File: config.mk
export PLATFORM = sky130hd
export DESIGN_NAME = dbscan_density_accumulator
export DESIGN_NICKNAME = d
export VERILOG_FILES = /design/src/rtl/dbscan_density_accumulator.sv
export SDC_FILE = /design/constraint.sdc
export NUM_CORES = 1
export LEC_CHECK = 0
export CORE_MARGIN = 2
export CORE_UTILIZATION = 45
export DETAILED_ROUTE_END_ITERATION = 12
export PLACE_DENSITY = 0.78
export SYNTH_ARGS = -nofsm -noshare
export SYNTH_HDL_FRONTEND = slang
export SYNTH_SLANG_ARGS = --single-unit
export TNS_END_PERCENT = 10
File: constraint.sdc
create_clock -name clk -period 3.78 [get_ports clk]
set_input_delay 0.756 -clock clk [delete_from_list [all_inputs] [get_ports clk]]
set_output_delay 0.756 -clock clk [all_outputs]
set_load 0.01 [all_outputs]
File: src/rtl/dbscan_density_accumulator.sv
// Per-window neighbour counter and minimum-distance tracker for DBSCAN.
// On each end-of-window pulse it latches a core/noise result, offered to the output routine with valid/ready.
module dbscan_density_accumulator #(
   parameter int W = 16,
   parameter int C = 10
) (
   input  logic         clk,
   input  logic         reset,
   input  logic         start,
   input  logic         final_in,
   input  logic         sample_valid,
   input  logic [W-1:0] sample_dist,
   input  logic [W-1:0] eps,
   input  logic [C-1:0] min_pts,
   output logic         result_valid,
   input  logic         result_ready,
   output logic [C-1:0] neighbour_cnt,
   output logic [W-1:0] min_dist,
   output logic         is_core,
   output logic         sat,
   output logic         overrun
);

   // Handshake: a result transfers on a clock edge where result_valid and result_ready
   // are both high. While result_valid is high the result fields do not change,
   // except when a new window report overwrites them (flagged by overrun).

   typedef enum logic {IDLE, ACCUM} state_t;

   localparam logic [C-1:0] CNT_MAX = '1;
   localparam logic [W-1:0] MIN_INIT = '1;

   state_t       state_q, state_d;
   logic [C-1:0] acc_cnt_q, acc_cnt_d;
   logic [W-1:0] acc_min_q, acc_min_d;
   logic         acc_sat_q, acc_sat_d;
   logic         result_valid_q, result_valid_d;
   logic [C-1:0] neighbour_cnt_q, neighbour_cnt_d;
   logic [W-1:0] min_dist_q, min_dist_d;
   logic         is_core_q, is_core_d;
   logic         sat_q, sat_d;
   logic         overrun_q, overrun_d;

   logic         hit;
   logic [C-1:0] cnt_next;
   logic [W-1:0] min_next;
   logic         sat_next;
   logic         accept;

   always_comb begin
      hit      = sample_valid && (sample_dist <= eps);
      cnt_next = acc_cnt_q;
      sat_next = acc_sat_q;
      if (hit) begin
         if (acc_cnt_q == CNT_MAX) begin
            sat_next = 1'b1;
         end else begin
            cnt_next = acc_cnt_q + C'(1);
         end
      end
      min_next = (sample_valid && (sample_dist < acc_min_q)) ? sample_dist : acc_min_q;
      accept   = result_valid_q && result_ready;
   end

   always_comb begin
      state_d         = state_q;
      acc_cnt_d       = acc_cnt_q;
      acc_min_d       = acc_min_q;
      acc_sat_d       = acc_sat_q;
      result_valid_d  = result_valid_q;
      neighbour_cnt_d = neighbour_cnt_q;
      min_dist_d      = min_dist_q;
      is_core_d       = is_core_q;
      sat_d           = sat_q;
      overrun_d       = overrun_q;

      if (accept) begin
         result_valid_d = 1'b0;
      end

      case (state_q)
         IDLE: begin
            if (start) begin
               state_d = ACCUM;
            end
         end
         ACCUM: begin
            if (final_in) begin
               // The report includes this cycle's sample; the next window starts clean.
               neighbour_cnt_d = cnt_next;
               min_dist_d      = min_next;
               is_core_d       = (cnt_next >= min_pts);
               sat_d           = sat_next;
               result_valid_d  = 1'b1;
               if (result_valid_q && !result_ready) begin
                  overrun_d = 1'b1;
               end
               acc_cnt_d = '0;
               acc_min_d = MIN_INIT;
               acc_sat_d = 1'b0;
            end else begin
               acc_cnt_d = cnt_next;
               acc_min_d = min_next;
               acc_sat_d = sat_next;
            end
         end
         default: state_d = IDLE;
      endcase
   end

   always_ff @(posedge clk) begin
      if (reset) begin
         state_q         <= IDLE;
         acc_cnt_q       <= '0;
         acc_min_q       <= MIN_INIT;
         acc_sat_q       <= 1'b0;
         result_valid_q  <= 1'b0;
         neighbour_cnt_q <= '0;
         min_dist_q      <= MIN_INIT;
         is_core_q       <= 1'b0;
         sat_q           <= 1'b0;
         overrun_q       <= 1'b0;
      end else begin
         state_q         <= state_d;
         acc_cnt_q       <= acc_cnt_d;
         acc_min_q       <= acc_min_d;
         acc_sat_q       <= acc_sat_d;
         result_valid_q  <= result_valid_d;
         neighbour_cnt_q <= neighbour_cnt_d;
         min_dist_q      <= min_dist_d;
         is_core_q       <= is_core_d;
         sat_q           <= sat_d;
         overrun_q       <= overrun_d;
      end
   end

   assign result_valid  = result_valid_q;
   assign neighbour_cnt = neighbour_cnt_q;
   assign min_dist      = min_dist_q;
   assign is_core       = is_core_q;
   assign sat           = sat_q;
   assign overrun       = overrun_q;

endmodule
==> results_dict.tcl, run 1 <==
set metrics [dict create \
    fp-row-count 34 \
    fin_crit_sh 0.989 \
    dpl.cell_count 703 \
    hold_viol_final 0 \
    coreArea_um2 8590 \
    p_leak_nw 2.42 \
    cts_htree_levels 3 \
    cp.required_ns 4.01 \
    final_cell_count_no_fill 725 \
    drive_gt1_frac 0.170 \
    cts-buffers-inserted 9 \
    final-max-slew-violation-count 0 \
    worst_hold_slack_ns 0.484 \
    slowest_delay_ns 0.37 \
    synth_warnings 0 \
    cts_max_path_buffers 2 \
    tightest_slew_ns 1.36 \
    synth_top_flop_cell "dfxtp_1" \
    synthesis.area_um2 3910 \
    worstPathArrival_ns 3.97 \
    grt_max_degree 51 \
    fill_cells 720 \
    status "finished clean" \
    cts_sinks 58 \
    gr-total-overflow 0 \
    synth_nets 603 \
    viasPerCell 6.00 \
    multi_input_area_um2 2600 \
    area_delta_synth_final_pct 39.5 \
    crit_fanout 4 \
    placed_area_um2 5020 \
    drt_wl_total_um 12200 \
    setup_viol 0 \
    nNetsFinal 704 \
    die_height_um 97.2 \
    gp_congestion 0.919 \
    start_util 0.455 \
    io_buffer_count 77 \
    stdcell_area_um2 5460 \
    async_reset_ff_frac 0 \
    final_util 0.635 \
    n_antenna_cell 0 \
    dp_hpwl_um 8230 \
    fin_worst_skew_ns 0.00939 \
    drc 0 \
    cp_common_cell "a21o_1" \
    ir_worst_vdd_v 0.000244 \
    fmax_mhz 267 \
    avgSynthCellArea_um2 7.63 \
    synth_seq_area_share 0.297 \
    cp_cell_sequence "dlygate4sd2_1 -> ha_1 -> a21oi_1 -> o21ai_1 -> a221o_1 -> o31a_1 -> or3_1 -> and2_1 -> ha_1 -> nand2b_4 -> a21o_1 -> a21o_1 -> a21o_1 -> a21oi_2 -> o21ai_1" \
    dieArea_um2 9460 \
    detail_route.first_pass.iterations 5 \
    layout_min_cycle_time_ns 3.74 \
    hold_path.startpoint "acc_sat_q" \
    drt-initial-drc-count 320 \
    critPathLaunch "sample_dist[7]" \
    cts-root-buf "clkbuf_8" \
    timing.rr.start "acc_cnt_q[0]" \
    max_slew_margin 0.0939 \
    io_pins 78 \
    grt_pass1_vias 4431 \
    postSynthRegisterBits 58 \
    clkLatencyLatePin_ns 0.34 \
    cap_violations 0 \
    start_kind "input pin" \
    yosysUniqueCellTypes 44 \
    vias 4352 \
    hold_path_class "flop to flop" \
    worst-setup-path-type "input pin to flop" \
    power.density_nw_per_um2 281 \
    die_x_um 97.2 \
    end_kind "flop" \
    clk_pin_slew_ns 0.06 \
    wl_per_cell_um 16.8 \
    synth_edf_count 0 \
    hold_buffers 0 \
    cp_slowest_cell "a221o_1" \
    grt_usage 0.255 \
    cts_tree "built" \
    synthCells 513 \
    grt_pass1_wl_um 20100 \
    seq_area_um2 1160 \
    antenna_found_initial 0 \
    postRouteAntennaNets 0 \
]
Yosys cell counts, types with 2 or more instances:
library cell / n / area share
o31ai_1: 5 / 0.0096
o211ai_1: 5 / 0.0096
nor4_1: 17 / 0.027
and2_1: 3 / 0.0048
o21bai_1: 2 / 0.0038
and3_1: 3 / 0.0048
nand2_1: 35 / 0.034
and4_1: 2 / 0.0045
nand2b_1: 5 / 0.0080
a211oi_1: 2 / 0.0038
clkbuf_1: 39 / 0.037
a21oi_1: 20 / 0.026
nor3_1: 53 / 0.068
nand3_1: 15 / 0.019
nor2b_1: 2 / 0.0032
a2111oi_0: 16 / 0.036
o21ai_1: 3 / 0.0038
or4_1: 6 / 0.012
o21ai_0: 26 / 0.033
nor2_1: 25 / 0.024
o311ai_0: 2 / 0.0045
nand4_1: 8 / 0.013
a21o_1: 7 / 0.013
or3_1: 22 / 0.035
a31oi_1: 25 / 0.040
ha_1: 42 / 0.13
a311oi_1: 8 / 0.018
dfxtp_1: 58 / 0.30
inv_1: 42 / 0.040
sequential cells by signal (all words and copies together), names as in the netlist:
name	count
acc_cnt_q	10
acc_min_q	16
acc_sat_q	1
is_core	1
min_dist	16
neighbour_cnt	10
overrun	1
result_valid	1
sat	1
state_q	1
stage by stage:
step | power [mW] | TNS (ns) | setup WS (ns)
2_1_floorplan | 0.809 | 0 | 0.0857
3_3_place_gp | 0.959 | -0.405 | -0.405
3_5_place_dp | 0.968 | -0.504 | -0.504
4_1_cts | 1.53 | 0 | 0.000955
5_1_grt | 1.60 | -0.0217 | -0.0217
6_report | 1.53 | 0 | 0.0408
path summary, 6_finish.rpt:
check                                  to  slack (ns)  depth (start not counted)
worst max-delay path              is_core        0.04                         15
worst min register to register  acc_sat_q        0.48                          2
worst min-delay path            acc_sat_q        0.48                          2
worst max register to register    is_core        0.87                         12
cell type report:
| type | instances | area share |
|---|---|---|
| inverter | 43 | 0.0296 |
| multi-input combinational | 370 | 0.477 |
| clock inverter | 4 | 0.00825 |
| clock buffer | 10 | 0.0234 |
| tap | 108 | 0.0248 |
| timing repair buffer | 132 | 0.224 |
| sequential | 58 | 0.213 |
critical path, delay by kind of cell:
family | cells | cell delay, ns
buffers and inverters | 1 | 0.27
AO/OA/AOI/OAI | 9 | 1.67
AND/OR/NAND/NOR | 3 | 0.66
adder cells (fa/ha/maj) | 2 | 0.59
routing by layer:
| layer | wire [um] | vias up | track usage |
|---|---|---|---|
| met5 | 0 | - | 0 |
| met4 | 272 | 0 | 0.0801 |
| met3 | 584 | 22 | 0.0583 |
| met2 | 6310 | 152 | 0.464 |
| met1 | 5010 | 2066 | 0.297 |
| li1 | - | 2112 | - |
logic make-up after synthesis:
group | count (synthesis) | share of synthesized area
DFF | 58 | 0.297
adders and majority gates | 42 | 0.134
and+or+nand+nor | 199 | 0.263
AOI/OAI and AO/OA | 129 | 0.221
buffers and inverters | 85 | 0.0847
power by group:
| part | switching, mW | total (mW) | internal, mW |
|---|---|---|---|
| Combinational | 0.178 | 0.343 | 0.166 |
| Sequential | 0.0143 | 0.646 | 0.632 |
| Clock | 0.247 | 0.541 | 0.294 |
cells in the final DEF, fill, tap and decap left out, types with 2 or more instances in the layout:
cell type         n
a211oi_1          2
inv_2             9
clkdlybuf4s50_1  51
inv_1            34
nor3_1           52
a21oi_1          17
a311oi_1          8
o31ai_1           5
and4_1            2
o21ai_0          21
buf_4            52
dlymetal6s2s_1   14
nand2_1          34
o21ai_2           4
clkinv_2          3
a31oi_1          25
nand3_1          15
o311ai_0          2
nor2_1           25
dfxtp_1          58
ha_4              9
a21o_1            7
clkbuf_8          9
nor4_1           16
and2_1            3
or4_1             5
nand4_1           8
or3_1            21
a2111oi_0        16
dlygate4sd2_1    11
o21ai_1           4
ha_1             32
o211ai_1          5
o21bai_1          2
a21oi_2           3
and3_1            3
nand2b_1          4
what timing repair did:
action                                  4_1_cts  5_1_grt
endpoints found under the setup margin        1        1
buffers inserted                              5        4
pin swaps                                    18       19
resized for setup                            26       38
(Power assumes the default switching activity.)
==> inputs of run 2 (changes only) <==
Settings changed: DONT_BUFFER_PORTS set to 1, GPL_TIMING_DRIVEN set to 0, PLACE_DENSITY 0.78 to 0.66.
==> results_dict.tcl, run 2 (same netlist as run 1, synthesis figures left out) <==
set metrics [dict create \
    status "finished clean" \
    end_kind "flop" \
    cp.required_ns 4.01 \
    drt_wl_total_um 11600 \
    fp-row-count 34 \
    fill_cells 840 \
    timing.rr.start "acc_cnt_q[0]" \
    fin_crit_sh 0.963 \
    fin_worst_skew_ns 0.0119 \
    vias 4019 \
    cp_num_buf_inv 2 \
    nNetsFinal 618 \
    grt_pass1_vias 3694 \
    final_cell_mix "58 x dfxtp_1, 53 x nor3_1, 42 x inv_1" \
    drive_gt1_frac 0.0527 \
    grt_pass1_wl_um 18800 \
    gr-total-overflow 0 \
    setup_viol 0 \
    tightest_slew_ns 0.840 \
    hold_path_class "flop to flop" \
    rsz0062_at_grt "no" \
    clk_pin_slew_ns 0.07 \
    max_slew_margin 0.437 \
    cts_max_path_buffers 2 \
    die_height_um 97.2 \
    postRouteAntennaNets 0 \
    io_buffer_count 0 \
    layout_commonest_cell "dfxtp_1" \
    dp_hpwl_um 8620 \
    n_antenna_cell 0 \
    cp_common_cell "a21o_1" \
    layout_min_cycle_time_ns 3.64 \
    antenna_found_initial 0 \
    cap_violations 0 \
    cts-root-buf "clkbuf_8" \
    p_leak_nw 1.77 \
    cts-buffers-inserted 9 \
    hold_path.startpoint "acc_sat_q" \
    power.density_nw_per_um2 319 \
    ir_worst_vdd_v 0.000176 \
    start_kind "input pin" \
    die_x_um 97.2 \
    stdcell_area_um2 4280 \
    fmax_mhz 275 \
    crit_fanout 8 \
    io_pins 78 \
    critPathLaunch "eps[15]" \
    final-max-slew-violation-count 0 \
    drt-initial-drc-count 327 \
    clkLatencyLatePin_ns 0.35 \
    worst_hold_slack_ns 0.488 \
    hold_buffers 0 \
    worstPathArrival_ns 3.87 \
    cts_sinks 58 \
    slowest_delay_ns 0.37 \
    hold_viol_final 0 \
    dieArea_um2 9460 \
    grt_usage 0.244 \
    worst-setup-path-type "input pin to flop" \
    wl_per_cell_um 18.1 \
    cts_tree "built" \
    drc 0 \
    start_util 0.455 \
    area_delta_synth_final_pct 9.40 \
    grt_max_degree 11 \
    gp_congestion 0.946 \
    viasPerCell 6.29 \
    finalSetupTns_ns 0 \
    final_util 0.498 \
    cpLargestDelayFamily "compound AO/OA/AOI/OAI gates" \
    placed_area_um2 4050 \
    detail_route.first_pass.iterations 6 \
    cp_slowest_cell "a221o_1" \
    coreArea_um2 8590 \
    cp_cell_sequence "inv_1 -> ha_1 -> nand4_1 -> nor2_1 -> a221o_1 -> o31a_1 -> buf_6 -> or3_1 -> and2_1 -> ha_1 -> nand2b_1 -> a21o_1 -> a21o_1 -> a21o_1 -> a21oi_2 -> o21ai_1" \
    cts_htree_levels 3 \
]
==> run 2: repair_timing <==
action / 4_1_cts / 5_1_grt
cloned: 0 / 0
buffers inserted: 2 / 2
resized for setup: 1 / 9
pin swaps: 2 / 7
setup endpoints to repair: 1 / 1
==> run 2: layer usage <==
layer  global-route usage  share of wire
met1                0.342           0.46
met2                0.360           0.43
met3               0.0748          0.094
met4               0.0769          0.019
met5                    0              0
==> run 2: stage by stage <==
| step | instances | power (mW) | setup slack [ns] |
|---|---|---|---|
| floorplan | 513 | 0.809 | 0.0857 |
| global placement | 621 | 0.858 | -0.609 |
| detailed placement | 621 | 0.865 | -0.604 |
| CTS | 637 | 1.36 | 0.0199 |
| global route | 639 | 1.42 | 0.00215 |
| finish | 639 | 1.37 | 0.138 |
==> run 2: worst register-to-register path, stage by stage, from the launching register on <==
cell and delay (ns):
dfxtp_1 0.48, ha_1 0.27, and4_1 0.30, and3_1 0.17, clkbuf_1 0.29, clkbuf_2 0.31, o21ai_1 0.12, and2_1 0.16
ha_1 0.26, nand2b_1 0.14, a21o_1 0.17, a21o_1 0.17, a21o_1 0.18, a21oi_2 0.16, o21ai_1 0.08
==> run 2: power by group <==
group	internal, mW	switching [mW]
sequential	0.632	0.0222
combinational	0.0734	0.138
clock	0.246	0.255
total	0.952	0.415
==> run 2: path summary, 6_finish.rpt <==
| path | endpoint | slack [ns] | cells past startpoint |
|---|---|---|---|
| worst max-delay path | is_core | 0.14 | 16 |
| worst min-delay path | acc_sat_q | 0.49 | 2 |
| worst max register to register | is_core | 0.39 | 14 |
| worst min register to register | acc_sat_q | 0.49 | 2 |
==> run 2: final cells by class <==
cell class                      count  area, um^2  share of cell area
Multi-Input combinational cell    370        2460               0.574
Inverter                           43         161              0.0377
Tap cell                          108         135              0.0316
Sequential cell                    58        1160               0.271
Clock inverter                      3        17.5             0.00409
Buffer                             42         175              0.0409
Clock buffer                       11         141              0.0330
Timing Repair Buffer                4        30.0             0.00702
==> inputs of run 3 (changes only) <==
Settings changed: GPL_TIMING_DRIVEN 0 to unset, HOLD_SLACK_MARGIN set to 0.12.
==> results_dict.tcl, run 3 (same netlist as run 1, synthesis figures left out) <==
set metrics [dict create \
    post_cts_resized 0 \
    drt-initial-drc-count 155 \
    cts_sinks 58 \
    detail_route.first_pass.iterations 5 \
    cts-root-buf "clkbuf_8" \
    reg2reg_depth 12 \
    io_pins 78 \
    vias 3882 \
    nNetsFinal 589 \
    grt_pass1_vias 3640 \
    antenna_found_initial 0 \
    fmax_mhz 274 \
    gp_congestion 0.849 \
    hold_viol_final 0 \
    slowest_delay_ns 0.37 \
    clk_pin_slew_ns 0.07 \
    cts-buffers-inserted 9 \
    worst_hold_slack_ns 0.493 \
    start_kind "input pin" \
    hold_buffers 0 \
    drc 0 \
    ir_worst_vdd_v 0.000165 \
    cp.required_ns 3.99 \
    crit_fanout 6 \
    wl_per_cell_um 17.3 \
    placed_area_um2 4000 \
    dpl.cell_count 594 \
    power.density_nw_per_um2 358 \
    viasPerCell 6.34 \
    cp_slowest_cell "a221o_1" \
    drt_wl_total_um 10600 \
    clkLatencyLatePin_ns 0.35 \
    cap_violations 0 \
    dp_hpwl_um 7070 \
    total_power_mw 1.52 \
    io_buffer_count 0 \
    cts_htree_levels 3 \
    end_kind "flop" \
    hold_depth 2 \
    cts_tree "built" \
    coreArea_um2 8590 \
    start_util 0.455 \
    status "finished clean" \
    die_x_um 97.2 \
    setup_viol 0 \
    die_height_um 97.2 \
    drive_gt1_frac 0.0754 \
    worstPathArrival_ns 3.86 \
    n_antenna_cell 0 \
    cp_common_cell "a21o_1" \
    cts_max_path_buffers 2 \
    cp_num_buf_inv 1 \
    postRouteAntennaNets 0 \
    final_cell_mix "58 x dfxtp_1, 53 x nor3_1, 42 x inv_1, 42 x ha_1, 35 x nand2_1" \
    fin_crit_sh 0.964 \
    grt_usage 0.221 \
    hold_path_class "flop to flop" \
    fp-row-count 34 \
    gr-total-overflow 0 \
    fill_cells 868 \
    area_delta_synth_final_pct 8.41 \
    p_leak_nw 1.80 \
    crit_cells 15 \
    fin_worst_skew_ns 0.0102 \
    max_slew_margin 0.291 \
    layout_min_cycle_time_ns 3.64 \
    final-max-slew-violation-count 0 \
    layout_commonest_cell "dfxtp_1" \
    grt_max_degree 73 \
    stdcell_area_um2 4240 \
    grt_pass1_wl_um 17600 \
    worst-setup-path-type "input pin to flop" \
    cpLargestDelayFamily "compound AO/OA/AOI/OAI gates" \
    tightest_slew_ns 1.06 \
    dieArea_um2 9460 \
    final_cell_count_no_fill 612 \
    cp_cell_sequence "inv_1 -> ha_1 -> a21oi_1 -> o21ai_1 -> a221o_1 -> o31a_1 -> or3_1 -> and2_1 -> ha_1 -> nand2b_1 -> a21o_1 -> a21o_1 -> a21o_1 -> a21oi_1 -> o21ai_0" \
]
-- run 3: through the flow --
stage          utilization  worst slack [ns]  setup TNS (ns)
6_report             0.494             0.137               0
5_1_grt              0.494           -0.0213         -0.0213
4_1_cts              0.492             0.187               0
3_5_place_dp         0.465            -0.165          -0.165
3_3_place_gp         0.465           -0.0706         -0.0706
2_1_floorplan            -            0.0857               0
-- run 3: final timing paths --
path	start	to	slack, ns
hold / removal	acc_sat_q	acc_sat_q	0.49
setup reg to reg	acc_cnt_q[0]	is_core	0.35
hold reg to reg	acc_sat_q	acc_sat_q	0.49
setup / recovery	eps[5]	is_core	0.14
-- run 3: worst register-to-register path: stages, from the launching register on --
cell	delay, ns
dfxtp_1	0.45
ha_1	0.25
and4_1	0.30
and3_1	0.55
o21ai_0	0.26
and2_1	0.20
ha_1	0.25
nand2b_1	0.14
a21o_1	0.18
a21o_1	0.17
a21o_1	0.18
a21oi_1	0.25
o21ai_0	0.13
-- run 3: area by class of cell --
class / count / area [um^2] / share of cell area
Clock buffer: 12 / 155 / 0.0366
Clock inverter: 4 / 73.8 / 0.0174
Inverter: 43 / 161 / 0.0381
Multi-Input combinational cell: 370 / 2430 / 0.572
Sequential cell: 58 / 1160 / 0.274
Tap cell: 108 / 135 / 0.0319
Timing Repair Buffer: 17 / 128 / 0.0301
-- run 3: power breakdown --
part / switching (mW) / leakage (nW) / internal (mW)
Clock: 0.271 / 0.117 / 0.408
Sequential: 0.0214 / 0.472 / 0.632
Combinational: 0.117 / 1.21 / 0.0713
-- run 3: routing by layer --
layer | GRT usage | share of wire | vias up
li1 | - | - | 1889
met2 | 0.357 | 0.46 | 115
met5 | 0 | 0 | -
met3 | 0.0568 | 0.063 | 12
met1 | 0.297 | 0.46 | 1866
met4 | 0.0566 | 0.011 | 0
-- run 3: timing repair --
item,CTS,global route
endpoints found under the hold margin,0,0
buffers inserted,0,2
setup endpoints to repair,0,1
